`src/rtl/program_encoder.sv`:
```
// Packs field-level RV32I instruction descriptions into words and writes them to sequential instruction-memory addresses.
// Latency: fields accepted at edge T are presented with mem_we high during T..T+1 and captured at edge T+1; at most 1 word per 2 cycles.
// Backpressure: in_ready is low while a write is pending, while the memory is full, and during clear or reset.
module program_encoder #(
  parameter int unsigned ADDR_WIDTH = 8,
  parameter int unsigned BASE_ADDR  = 0
) (
  input  logic                  clock,
  input  logic                  reset,
  input  logic                  clear,
  input  logic                  in_valid,
  output logic                  in_ready,
  input  logic [2:0]            fmt,
  input  logic [2:0]            funct3,
  input  logic                  alt,
  input  logic [4:0]            rd,
  input  logic [4:0]            rs1,
  input  logic [4:0]            rs2,
  input  logic [31:0]           imm,
  output logic                  mem_we,
  output logic [ADDR_WIDTH-1:0] mem_addr,
  output logic [31:0]           mem_wdata,
  output logic [ADDR_WIDTH:0]   count,
  output logic                  full,
  output logic                  error
);

  // Field-format codes as presented on fmt.
  localparam logic [2:0] FMT_R     = 3'd0;
  localparam logic [2:0] FMT_IALU  = 3'd1;
  localparam logic [2:0] FMT_SHIFT = 3'd2;
  localparam logic [2:0] FMT_LOAD  = 3'd3;
  localparam logic [2:0] FMT_STORE = 3'd4;

  // RV32I major opcodes.
  localparam logic [6:0] OP_REG    = 7'b0110011;
  localparam logic [6:0] OP_IMM    = 7'b0010011;
  localparam logic [6:0] OP_LOAD   = 7'b0000011;
  localparam logic [6:0] OP_STORE  = 7'b0100011;

  localparam logic [ADDR_WIDTH-1:0] BASE     = ADDR_WIDTH'(BASE_ADDR);
  localparam logic [ADDR_WIDTH:0]   CAPACITY = {1'b1, {ADDR_WIDTH{1'b0}}};

  typedef enum logic [0:0] {
    IDLE  = 1'b0,
    WRITE = 1'b1
  } state_t;

  state_t                  state_q;
  state_t                  state_d;
  logic [ADDR_WIDTH-1:0]   addr_q;
  logic [31:0]             wdata_q;
  logic [ADDR_WIDTH:0]     count_q;
  logic                    error_q;

  logic                    accept;
  logic                    imm_fits12;
  logic                    shamt_ok;
  logic                    enc_legal;
  logic [31:0]             enc_word;

  // A 12-bit signed immediate fits when bits 31..11 are all copies of the sign.
  assign imm_fits12 = (imm[31:11] == {21{imm[11]}});
  // Shift amounts are 5-bit unsigned and only SLLI/SRLI/SRAI funct3 codes exist.
  assign shamt_ok   = (imm[31:5] == 27'd0) && ((funct3 == 3'b001) || (funct3 == 3'b101));

  assign full      = (count_q == CAPACITY);
  assign in_ready  = (state_q == IDLE) && !full && !clear && !reset;
  assign accept    = in_valid && in_ready;

  assign mem_we    = (state_q == WRITE);
  assign mem_addr  = addr_q;
  assign mem_wdata = wdata_q;
  assign count     = count_q;
  assign error     = error_q;

  // Encode the presented fields and decide whether the description is legal.
  always_comb begin
    enc_word  = 32'd0;
    enc_legal = 1'b0;
    unique case (fmt)
      FMT_R: begin
        enc_word  = {1'b0, alt, 5'b00000, rs2, rs1, funct3, rd, OP_REG};
        enc_legal = 1'b1;
      end
      FMT_IALU: begin
        enc_word  = {imm[11:0], rs1, funct3, rd, OP_IMM};
        enc_legal = imm_fits12;
      end
      FMT_SHIFT: begin
        enc_word  = {1'b0, alt, 5'b00000, imm[4:0], rs1, funct3, rd, OP_IMM};
        enc_legal = shamt_ok;
      end
      FMT_LOAD: begin
        enc_word  = {imm[11:0], rs1, funct3, rd, OP_LOAD};
        enc_legal = imm_fits12;
      end
      FMT_STORE: begin
        enc_word  = {imm[11:5], rs2, rs1, funct3, imm[4:0], OP_STORE};
        enc_legal = imm_fits12;
      end
      default: begin
        enc_word  = 32'd0;
        enc_legal = 1'b0;
      end
    endcase
  end

  // Next-state logic: a legal accept starts a one-cycle write, which always returns to IDLE.
  always_comb begin
    state_d = state_q;
    unique case (state_q)
      IDLE:    if (accept && enc_legal) state_d = WRITE;
      WRITE:   state_d = IDLE;
      default: state_d = IDLE;
    endcase
  end

  // State register.
  always_ff @(posedge clock) begin
    if (reset) begin
      state_q <= IDLE;
    end else begin
      state_q <= state_d;
    end
  end

  // Datapath: latch the encoded word, advance address/count after each write, honour clear.
  always_ff @(posedge clock) begin
    if (reset) begin
      addr_q  <= BASE;
      wdata_q <= 32'd0;
      count_q <= '0;
      error_q <= 1'b0;
    end else begin
      error_q <= accept && !enc_legal;
      if (accept && enc_legal) begin
        wdata_q <= enc_word;
      end
      // Clear beats the post-write increment; the write itself still happened this cycle.
      if (clear) begin
        addr_q  <= BASE;
        count_q <= '0;
      end else if (state_q == WRITE) begin
        addr_q  <= addr_q + ADDR_WIDTH'(1);
        count_q <= count_q + (ADDR_WIDTH + 1)'(1);
      end
    end
  end

endmodule

```
`config.mk`:
```
export PLATFORM = sky130hd
export DESIGN_NAME = program_encoder
export DESIGN_NICKNAME = d
export VERILOG_FILES = /design/src/rtl/program_encoder.sv
export SDC_FILE = /design/constraint.sdc
export NUM_CORES = 1
export LEC_CHECK = 0
export CORE_ASPECT_RATIO = 2
export CORE_MARGIN = 2
export CORE_UTILIZATION = 45
export CTS_CLUSTER_SIZE = 10
export DETAILED_ROUTE_END_ITERATION = 10
export PLACE_DENSITY = 0.88
export REMOVE_ABC_BUFFERS = 1
export SLEW_MARGIN = 20
export SYNTH_ARGS = -nofsm -noshare
export SYNTH_HDL_FRONTEND = slang
export SYNTH_SLANG_ARGS = --single-unit
```
`constraint.sdc`:
```
create_clock -name clock -period 3.9 [get_ports clock]
set_input_delay 0.39 -clock clock [delete_from_list [all_inputs] [get_ports clock]]
set_output_delay 0.39 -clock clock [all_outputs]
set_load 0.03 [all_outputs]
```
==> Word-level counts from Yosys, hierarchy flattened <==
Index checks and enable logic that the tools add are counted.
{ "classes": {"n_bitwise": 1, "muxes": 4, "n_reduce_logical": 16, "addsub": 2, "n_eq_ne": 8} }
{ "ops": {"columns": ["cell", "count"], "rows": [
  ["$pmux 32 s5", 1],
  ["$logic_not 27->1", 1],
  ["$eq 20x20->1", 1],
  ["$add 9x1->9 const B", 1],
  ["$eq 9x9->1 const B", 1],
  ["$add 8x1->8 const B", 1],
  ["$logic_and 1x1->1", 7],
  ["$eq 3x1->1 const B", 2],
  ["$eq 3x2->1 const B", 2],
  ["$eq 3x3->1 const B", 2],
  ["$logic_not 1->1", 4],
  ["$logic_not 3->1", 1],
  ["$pmux 1 s3", 1],
  ["$reduce_or 3->1", 1],
  ["$pmux 1 s2", 1],
  ["$reduce_or 2->1", 1],
  ["$logic_or 1x1->1", 1],
  ["$mux 1", 1],
  ["$not 1->1", 1]
]} }
{ "word_totals": {"inputBits": 58, "regBits": 51} }

==> Longest topological paths before layout <==
Gate-level depths: netlist of run 1.
{ "logic_depth": {"depth_word": 9, "ltp_mapped": 9, "ltp_nobuf": 7} }

==> Worst setup path before layout of run 1 <==
OpenSTA, ideal clock, no wires.
{ "synth_timing": {"path_type": "reg-to-output", "from": "register count_q[0] (netlist: count[0])", "to": "output port in_ready", "path_buffers": 0, "arrival_ps": 1959, "path_slack_ps": 1551, "path_stages_with_launch": 6, "cell_sequence": "dfxtp_1 > inv_1 > ha_1 > nor4b_1 > and2_1 > nor3_1"} }
{ "synth_via": {"elab_chain_cells": 5} }
{ "synth_lines": {"columns": ["item", "line_no", "rtl"], "rows": [
  ["start: declaration", "53", "logic [ADDR_WIDTH:0] count_q;"],
  ["start signal: assignment", "146", "count_q <= count_q + (ADDR_WIDTH + 1)'(1);"],
  ["$eq 9x9->1", "67", "assign full = (count_q == CAPACITY);"],
  ["net full", "24", "output logic full,"],
  ["$logic_not 1->1", "68", "assign in_ready = (state_q == IDLE) && !full && !clear && !reset;"],
  ["$logic_and 1x1->1 (3 in a row)", "68", null],
  ["end: declaration", "12", "output logic in_ready,"]
]} }
The timed path passes the listed nets, and every way through them passes these cells.

==> Final worst setup path of run 1 <==
{ "layout_timing": {"from": "register count_q[0] (netlist: count[0])", "to": "register wdata_q[5] (netlist: mem_wdata[5])"} }
{ "layout_via": {"elab_chain_cells": 7} }
{ "layout_lines": {"columns": ["item", "line_no", "rtl"], "rows": [
  ["$eq 9x9->1", "67", null],
  ["$logic_not 1->1", "68", null],
  ["$logic_and 1x1->1 (3 in a row)", "68", null],
  ["$logic_and 1x1->1", "69", "assign accept = in_valid && in_ready;"],
  ["$logic_and 1x1->1", "137", "if (accept && enc_legal) begin"],
  ["end signal: assignment", "138", "wdata_q <= enc_word;"],
  ["end: declaration", "52", "logic [31:0] wdata_q;"]
]} }
No other way between the ends.
A chain may end at the register's enable or synchronous reset.

==> summary.txt, run 1 <==
Clock network
  – CTS tree: built
  – Total CTS buffers: 5
  – Clk slew on worst S/H paths: about 0.090 ns
  – Root Buffer: clkbuf_8
  – Worst-Skew Late Latency: a little under 0.3 ns
  – CTS Sinks: 47
  – CTS H-tree depth: 2
  – Postcts setup bufs: 0
  – Cts hold-fix bufs: 0
  – Post-CTS sizing: 0
  – Max Root-Sink Buffers: 2

Floorplan
  – Starting Density: a little under half
  – Die Y: 109 um
  – Rows: 38
  – Core Box Area: ~0.0054 mm^2
  – Die width: 56.5 um
  – Die footprint: about 0.0062 mm^2
  – Io pins: 111

Place
  – Port Buf Inserts: between 100 and 150
  – GP Congestion: 0.834
  – Cells after DPL: 430
  – DPL Wire Length: 4890 um
  – Placed Instance Area: approximately 0.0035 mm^2

Yosys
  – Simple-gate share of the synthesized area: about 30%
  – Asr flop ratio synth: 0%
  – Register bit total from synthesis: 47
  – Main combinational cell family by area after synthesis: simple AND/OR/NAND/NOR gates
  – Post-Synth Adder-Cell Area: 2.02%
  – Synth Area in XOR/XNOR: under 10%
  – Synth Area in Compound Gates: 6.50%
  – Cell taking the most area after synthesis: dfxtp_1
  – Syn Area/Cell: ~9.0 um^2
  – Synth Flop Type: dfxtp_1
  – Synth Cell Area: 0.00248 mm^2
  – Synth cell types: 46
  – Number of enable flip-flop cells after synthesis: 0
  – Mux share of post-synthesis cell area: 12.7%
  – Top cell type's share of synthesized area: 37.9%
  – Sequential element share of the synthesized area: 37.9%
  – Warnings, synthesis: 0
  – Post-Syn Instances: roughly 280
  – Area contributors post-synth: dfxtp_1 (38%), mux2i_1 (7.3%), mux2_2 (5.4%)

Timing
  – Final Max Slew Viols: 0
  – Max_slew headroom: 31.8%
  – Unrepaired setup endpoints after global routing: false
  – Final Setup Violations: 0
  – Final hold violation count: 0
  – Minimum clock period: around 2.8 ns
  – Hold WS: between 0.4 and 0.5 ns
  – Setup TNS: 0 ns
  – Worst slew pin tran: about 1.0 ns
  – Maximum achievable frequency: between 300 and 400 MHz
  – Final Skew: between 0.01 and 0.015 ns
  – Final Cycle Share: around 72%

Global routing
  – Initial antenna violation count: 0
  – Vias in the first global route: roughly 2300
  – GRT Total Usage: 20.5%
  – Global route overflow: 0
  – First-pass GRT wire length: 10100 um
  – Largest net degree at the start of global routing: 51

Min path
  – WHS Path Cells: 2
  – Worst Hold Class: reg -> reg

Finish
  – Share of cells above drive strength 1: approximately a tenth
  – Final core occ: 67.7%
  – Finished Layout Cells: between 400 and 500
  – Post-route cell area: 0.00364 mm^2
  – Syn-to-layout area delta: 46.6%
  – Commonest cells after routing, fill and taps aside: clkdlybuf4s50_1 (107), dfxtp_1 (47), nor2_1 (27), mux2i_1 (18), nand2b_1 (18)
  – Most common cell after layout, fill and taps aside: clkdlybuf4s50_1
  – Final nets: 439
  – Antenna diode count: 0

Critical path
  – Startpoint Class: flop
  – WP data arrival: about 3.0 ns
  – WP data required: between 4 and 5 ns
  – CP max FO: 29
  – Crit. End Element: flop
  – R2R depth: 7
  – Crit path kind: reg -> reg
  – R2r setup slk: 1.08 ns

Route
  – Avg Vias per Cell: roughly 5.2
  – # DRC: 0
  – Drt pass-1 iters: 4
  – Post-DRT Antenna Nets: 0
  – WL/cell: about 14 um
  – Final WL: between 6000 and 7000 um
  – Via count: approximately 2300
  – Detailed Route Iter0 Violations: approximately 100

Power and ir drop
  – Logic gate share of total power: 14.5%
  – Clock share of power: between 30% and 40%
  – Worst vdd ir: between 0.0002 and 0.0003 V
  – Switching power: 0.213 mW
  – Leak: approximately 1.4 nW
  – Sw frac: around a quarter
  – Seq pwr share: 52.7%
  – Int Pwr: about 0.70 mW
  – Power Density: approximately 250 mW/mm^2

Outcome
  – Result of the run: finished clean

Run
  – Max-cap violations: 0
-- per-layer routing --
| metal | track usage, % | vias up | wire length [um] |
|---|---|---|---|
| met1 | 20.6 | 1048 | 2280 |
| met5 | 0 | - | 0 |
| met4 | 10.7 | 0 | 278 |
| li1 | - | 1142 | - |
| met3 | 3.08 | 20 | 213 |
| met2 | 39.4 | 76 | 3400 |
-- power by group through the flow --
stage | Sequential, mW | Clock [mW] | Combinational, mW
6_report | 0.483 | 0.301 | 0.133
5_1_grt | 0.484 | 0.327 | 0.144
4_1_cts | 0.484 | 0.315 | 0.133
3_5_place_dp | 0.495 | 0 | 0.132
3_3_place_gp | 0.495 | 0 | 0.130
2_1_floorplan | 0.500 | 0 | 0.0383
-- cell usage after synthesis (all sizes together) (9+ instances only) --
library cell  count
nor2             27
nand4             9
a21oi            14
nand2            15
nand3             9
mux2i            18
mux2             12
or2b             10
nor2b            12
nand2b           18
buf               9
dfxtp            47
-- registers in the layout (all words and copies together), names as in the netlist --
| signal | flops |
|---|---|
| count | 9 |
| error | 1 |
| mem_addr | 8 |
| mem_wdata | 28 |
| mem_we | 1 |
-- per-stage QoR --
step	power, mW	setup WS [ns]
floorplan	0.538	0.268
global placement	0.625	0.907
detailed placement	0.627	0.827
CTS	0.932	1.06
global route	0.954	0.928
finish	0.917	1.08
-- worst paths after layout --
path                   to         from
max          mem_wdata[5]     count[0]
min           mem_addr[7]  mem_addr[7]
max reg2reg  mem_wdata[5]     count[0]
min reg2reg   mem_addr[7]  mem_addr[7]
-- logic make-up after synthesis --
family	after synthesis
simple gates	129
fa+ha+maj	4
flops	47
compound gates	27
other cells	1
buf+inv	25
xor+xnor	12
mux	30
-- worst max-delay path, cell delays in order, from the launching register on --
cell	delay, ns
dfxtp_1	0.43
inv_1	0.07
ha_1	0.19
nor4b_1	0.15
a2111oi_1	0.74
o21ai_0	0.34
a2bb2oi_4	0.38
mux2_2	0.40
-- final cells by class --
cell class,count,area (um^2)
clock inverter,1,8.76
tap,60,75.1
inverter,7,26.3
fill,454,1730
clock buffer,7,86.3
multi-input combinational,205,1400
timing repair buffer,111,1100
sequential,47,941
(Power assumes the default switching activity.)
==> run 2: changes to the inputs <==
CORE_UTILIZATION = 42   (was 45)
PLACE_DENSITY = 0.84   (was 0.88)
clock period = 2.9 ns   (was 3.9 ns; I/O delays follow)
==> run 2 against run 1 <==
Critical path type unchanged. Cell area rose by 2.2%. Clock power is 79% higher. Final cell count rose by 1.4%. Maximum frequency grew 16%.
==> summary.txt, run 2 (synthesized netlist as in run 1, its figures left out) <==
Route
  – WL/cell: 13.7 um (-2.6%)
  – # DRC: 0 (unchanged)
  – Post-DRT Antenna Nets: 0 (unchanged)
  – Detailed Route Iter0 Violations: 61 (-41%)
  – Final WL: 6090 um (-1.2%)
  – Avg Vias per Cell: 5.22 (about the same)
  – Via count: 2317 (+1.4%)
  – Drt pass-1 iters: 4 (unchanged)

Finish
  – Max reg flops: 28 (unchanged)
  – Antenna diode count: 0 (unchanged)
  – Syn-to-layout area delta: 49.7%
  – Share of cells above drive strength 1: 11.2% (+1.2 points)
  – Final core occ: 65.1% (-2.6 points)
  – Most common cell after layout, fill and taps aside: clkdlybuf4s50_1
  – Final nets: 444 (+1.1%)
  – Commonest cells after routing, fill and taps aside: clkdlybuf4s50_1 (106), dfxtp_1 (47), nor2_1 (27), mux2i_1 (18), nand2b_1 (18)
  – Fill cells: 490 (+7.9%)
  – Finished Layout Cells: 444 (+1.4%)

Floorplan
  – Die width: 58.4 um (+3.3%)
  – Starting Density: 43.5% (-2.7 points)
  – Die footprint: 0.00658 mm^2 (+6.7%)
  – Io pins: 111 (unchanged)
  – Rows: 39 (+2.6%)
  – Core Box Area: 0.00571 mm^2 (+6.3%)
  – Die Y: 113 um (+3.4%)

Critical path
  – WP data required: 3.11 ns (-0.97 ns)
  – WP data arrival: 2.64 ns (-0.36 ns)
  – R2r setup slk: 0.46 ns (-0.61 ns)
  – Worst setup path endpoint: mem_wdata[28]
  – Cell Chain, Critical Path: inv_1 > ha_1 > nor4b_1 > a2111oi_1 > o21ai_0 > a2bb2oi_4 > buf_4 > mux2i_1
  – Startpoint Class: flop
  – Slowest-stage cell, CP: a2bb2oi_4
  – Reg-to-reg endpoint: mem_wdata[28]
  – Top delay family on crit path: compound AO/OA/AOI/OAI gates
  – WP buf/inv: 2 (+1)
  – Crit path kind: reg -> reg
  – Reg2reg start: count[0]
  – Cell count along the critical path: 8 (+1)
  – Crit. End Element: flop
  – R2R depth: 8 (+1)
  – CP startpoint: count[0]
  – Slowest stage delay, CP: 0.69 ns (-0.05 ns)
  – CP max FO: 26 (-10%)

Clock network
  – Total CTS buffers: 5 (unchanged)
  – Max Root-Sink Buffers: 2 (unchanged)
  – Cts hold-fix bufs: 0 (unchanged)
  – Postcts setup bufs: 0 (unchanged)
  – CTS H-tree depth: 2 (unchanged)
  – Clk slew on worst S/H paths: 0.06 ns (-0.03 ns)
  – CTS Sinks: 47 (unchanged)
  – Root Buffer: clkbuf_16
  – Post-CTS sizing: 0 (unchanged)
  – Worst-Skew Late Latency: 0.28 ns (about the same)
  – CTS tree: built

Global routing
  – GR peak layer: met2
  – Met2 Usage GRT: 35.9% (-3.5 points)
  – Met1 Use GR: 20.1% (-0.45 points)
  – GRT Total Usage: 19.3% (-1.3 points)
  – Vias in the first global route: 2204 (-4.0%)
  – First-pass GRT wire length: 9980 um (-1.3%)
  – Initial antenna violation count: 0 (unchanged)
  – Largest net degree at the start of global routing: 51 (unchanged)
  – Global route overflow: 0 (unchanged)
  – Grt met3 use: 2.51% (-0.57 points)

Place
  – Cells after DPL: 436 (+1.4%)
  – GP Congestion: 0.788 (-5.5%)
  – DPL Wire Length: 4850 um (-0.86%)
  – Port Buf Inserts: 107 (unchanged)

Timing
  – Final Setup Violations: 0 (unchanged)
  – Final Skew: 0.00303 ns (-0.00799 ns)
  – Unrepaired setup endpoints after global routing: false
  – Maximum achievable frequency: 411 MHz (+16%)
  – Setup TNS: 0 ns (unchanged)
  – Final hold violation count: 0 (unchanged)
  – Final Cycle Share: 84.0% (+12 points)
  – Max_slew headroom: 41.5% (+9.7 points)
  – Worst slew pin tran: 0.874 ns (-0.145 ns)
  – Minimum clock period: 2.44 ns (-0.389 ns)
  – Final Max Slew Viols: 0 (unchanged)

Power and ir drop
  – Leak: 1.44 nW (+3.3%)
  – Power Density: 369 mW/mm^2 (+46%)
  – Worst vdd ir: 0.000566 V (+100%)

Run
  – Max-cap violations: 0 (unchanged)

Min path
  – Worst Hold Class: reg -> reg

Outcome
  – Result of the run: finished clean
run 2: cell count changes in the layout (fill, tap and decap cells not counted):
cell	before	now
clkbuf_1	1	2
clkbuf_8	6	0
clkbuf_16	0	5
clkdlybuf4s50_1	107	106
buf_4	4	10
clkinv_2	0	1
clkinv_4	1	0
run 2: where the power goes:
part	internal (mW)	switching (mW)
Combinational	0.106	0.0754
Clock	0.318	0.221
Sequential	0.649	0.00180
Total	1.07	0.298
run 2: worst reg2reg max path: stages (launching register included):
cell and delay (ns):
dfxtp_1 0.35, inv_1 0.07, ha_1 0.13, nor4b_1 0.28, a2111oi_1 0.18, o21ai_0 0.19
a2bb2oi_4 0.69, buf_4 0.28, mux2i_1 0.18
run 2: how the worst min path moves through the flow:
stage | startpoint | end | cells past startpoint
floorplan | reset | mem_wdata[1] | 1
global placement | mem_wdata[17] | mem_wdata[17] | 2
detailed placement | mem_wdata[17] | mem_wdata[17] | 2
CTS | mem_wdata[17] | mem_wdata[17] | 2
global route | mem_wdata[15] | mem_wdata[15] | 2
finish | mem_wdata[17] | mem_wdata[17] | 2
run 2: cell type report:
cell class | instances | area [um^2] | share of cell area, %
multi-input combinational | 205 | 1400 | 37.7
timing repair buffer | 116 | 1140 | 30.6
sequential | 47 | 941 | 25.3
clock buffer | 7 | 133 | 3.57
tap | 61 | 76.3 | 2.05
inverter | 7 | 26.3 | 0.707
clock inverter | 1 | 5.00 | 0.135
run 2: stage by stage:
step	cell area, um^2	hold slack [ns]	worst slack, ns	power, mW
6_report	3720	0.476	0.464	1.37
5_1_grt	3720	0.502	0.232	1.42
4_1_cts	3720	0.481	0.411	1.38
3_5_place_dp	3580	0.467	0.148	0.847
3_3_place_gp	3580	0.461	0.199	0.844
2_1_floorplan	2350	0.390	-0.682	0.723
run 2: layer usage:
| layer | vias to the layer above | routed length (um) |
|---|---|---|
| li1 | 1150 | - |
| met1 | 1083 | 2160 |
| met2 | 69 | 3510 |
| met3 | 15 | 212 |
| met4 | 0 | 205 |
| met5 | - | 0 |
==> run 3: changes to the inputs <==
CORE_UTILIZATION = 38   (was 42)
PLACE_DENSITY = 0.8   (was 0.84)
clock period = 2.04 ns   (was 2.9 ns; I/O delays follow)
==> run 3 against run 2 <==
Die area grew 10%. Sequential cell count did not move. Cell area increased by 10%. Routed wire length increased by 16%. Utilization shrank 0.29 points. Sequential power rose by 42%. Global-route usage rose by 1.6 points. Largest power group unchanged.
==> summary.txt, run 3 (synthesized netlist as in run 1, its figures left out) <==
Outcome
  – Result of the run: finished clean

Critical path
  – Slowest-stage cell, CP: a2111o_1
  – Slowest stage delay, CP: 0.54 ns (-0.15 ns)
  – R2R depth: 7 (-1)
  – CP max FO: 7 (-73%)
  – Crit. End Element: flop
  – R2r setup slk: 0.11 ns (-0.35 ns)
  – Reg2reg start: count[0]
  – Startpoint Class: primary input
  – Crit path kind: in -> reg
  – Reg-to-reg endpoint: mem_wdata[8]
  – WP data arrival: 2.18 ns (-0.46 ns)
  – Cell Chain, Critical Path: buf_6 > or4_4 > o22a_2 > a2111o_1 > a2bb2oi_4 > mux2_4
  – WP buf/inv: 1 (-1)
  – WP data required: 2.21 ns (-0.90 ns)
  – Top delay family on crit path: compound AO/OA/AOI/OAI gates

Timing
  – Hold WS: 0.476 ns (-0.000573 ns)
  – Final Cycle Share: a little over nine tenths
  – Unrepaired setup endpoints after global routing: true
  – Minimum clock period: slightly above 2 ns
  – Final Setup Violations: 0 (unchanged)
  – Setup TNS: 0 ns (unchanged)
  – Final Skew: 0.00183 ns (-0.00120 ns)
  – Final Max Slew Viols: 0 (unchanged)
  – Maximum achievable frequency: 496 MHz
  – Final hold violation count: 0 (unchanged)

Clock network
  – CTS Sinks: 47 (unchanged)
  – Worst-Skew Late Latency: 0.28 ns (about the same)
  – CTS tree: built
  – CTS H-tree depth: 2 (unchanged)
  – Root Buffer: clkbuf_16
  – Clk slew on worst S/H paths: 0.06 ns (about the same)
  – Max Root-Sink Buffers: 2 (unchanged)
  – Total CTS buffers: 5 (unchanged)
  – Cts hold-fix bufs: 0 (unchanged)

Global routing
  – GRT Total Usage: 20.9% (+1.6 points)
  – Initial antenna violation count: 0 (unchanged)
  – Vias in the first global route: 2530 (+15%)
  – Largest net degree at the start of global routing: 51 (unchanged)
  – Global route overflow: 0 (unchanged)
  – First-pass GRT wire length: 11500 um (+15%)

Min path
  – Worst Hold Class: reg -> reg
  – WHS Path Cells: 2 (unchanged)
  – Hold path endpoint: mem_wdata[13]
  – Startpoint of the worst hold path: mem_wdata[13]

Floorplan
  – Rows: 41 (+5.1%)
  – Die Y: 118 um (+5.0%)
  – Io pins: 111 (unchanged)
  – Core Box Area: 0.00631 mm^2 (+11%)
  – Starting Density: 39.3% (-4.1 points)
  – Die footprint: 0.00723 mm^2 (+10%)
  – Die width: 61.2 um (+4.8%)

Route
  – Drt pass-1 iters: 4 (unchanged)
  – WL/cell: 14.3 um (+4.5%)
  – Post-DRT Antenna Nets: 0 (unchanged)
  – # DRC: 0 (unchanged)
  – Via count: 2448 (+5.7%)
  – Final WL: 7080 um (+16%)
  – Detailed Route Iter0 Violations: 58 (-4.9%)
  – Avg Vias per Cell: 4.96 (-5.0%)

Place
  – GP Congestion: 0.810 (+2.7%)
  – Port Buf Inserts: 107 (unchanged)
  – DPL Wire Length: 5180 um (+6.8%)
  – Placed Instance Area: 0.00375 mm^2 (+4.9%)

Finish
  – Max reg flops: 28 (unchanged)
  – Share of cells above drive strength 1: 20.8% (+9.6 points)
  – Final nets: 470 (+5.9%)
  – Most common cell after layout, fill and taps aside: clkdlybuf4s50_1
  – Antenna diode count: 0 (unchanged)
  – Post-route cell area: 0.00409 mm^2 (+10%)
  – Syn-to-layout area delta: 64.8%
  – Commonest cells after routing, fill and taps aside: clkdlybuf4s50_1 (87), dfxtp_1 (46), buf_4 (32), nor2_1 (27)

Power and ir drop
  – Leak: 1.66 nW (+15%)
  – Worst vdd ir: 0.000384 V (-32%)
  – Power Density: 488 mW/mm^2 (+32%)

Run
  – Max-cap violations: 0 (unchanged)
run 3: cell types whose count changed in the layout (fill, tap and decap cells not counted), moves of 3 or more:
cell             before  now
clkdlybuf4s50_1     106   87
nor4_2                0    3
dlygate4sd2_1         0   13
buf_4                10   32
nor4_1                3    0
run 3: area by class of cell:
class | count | area [um^2]
Fill cell | 540 | 2220
Multi-Input combinational cell | 207 | 1560
Timing Repair Buffer | 140 | 1310
Sequential cell | 47 | 942
Clock buffer | 6 | 139
Tap cell | 86 | 108
Inverter | 7 | 26.3
Clock inverter | 1 | 5.00
run 3: worst reg2reg max path, delay by kind of cell, from the launching register on:
kind | cells | cell delay [ns]
adders and majority gates | 1 | 0.19
and+or+nand+nor | 1 | 0.14
muxes | 1 | 0.32
buffers and inverters | 1 | 0.04
DFF | 1 | 0.32
AOI/OAI and AO/OA | 3 | 0.81
run 3: stage by stage:
step                      util [%]  std cells  setup WS (ns)  power (mW)
after floorplan                  -        259          -1.54        1.03
after global placement        59.5        480         -0.562        1.21
after detailed placement      59.5        480         -0.610        1.22
after CTS                     63.9        494        0.00647        2.01
after global routing          64.8        494       -0.00479        2.10
final                         64.8        494         0.0243        2.00
run 3: what timing repair did:
item / 4_1_cts / 5_1_grt
resized for setup: 35 / 16
cloned: 2 / 0
endpoints found under the setup margin: 30 / 25
setup buffers: 5 / 0
pin swaps: 10 / 8
run 3: routing by layer:
| layer | up-vias | global-route usage [%] | wire, um |
|---|---|---|---|
| met5 | - | 0 | 0 |
| met3 | 18 | 3.72 | 337 |
| met1 | 1136 | 21.0 | 2460 |
| met4 | 0 | 11.8 | 312 |
| met2 | 84 | 37.3 | 3970 |
| li1 | 1210 | - | - |
run 3: worst max-delay path by stage:
stage                        start       endpoint  slack, ns  cells past startpoint
after floorplan           count[0]  mem_wdata[10]      -1.54                      7
after global placement     imm[28]   mem_wdata[8]      -0.56                      6
after detailed placement   imm[28]   mem_wdata[8]      -0.61                      6
after CTS                  imm[31]  mem_wdata[22]      0.006                      6
after global routing      count[0]  mem_wdata[20]     -0.005                      7
final                      imm[28]   mem_wdata[8]       0.02                      6
run 3: power breakdown:
group / leakage (nW) / switching [mW] / internal (mW)
logic: 1.21 / 0.122 / 0.154
clock network: 0.0727 / 0.318 / 0.478
registers: 0.379 / 0.00247 / 0.922
total: 1.66 / 0.443 / 1.55
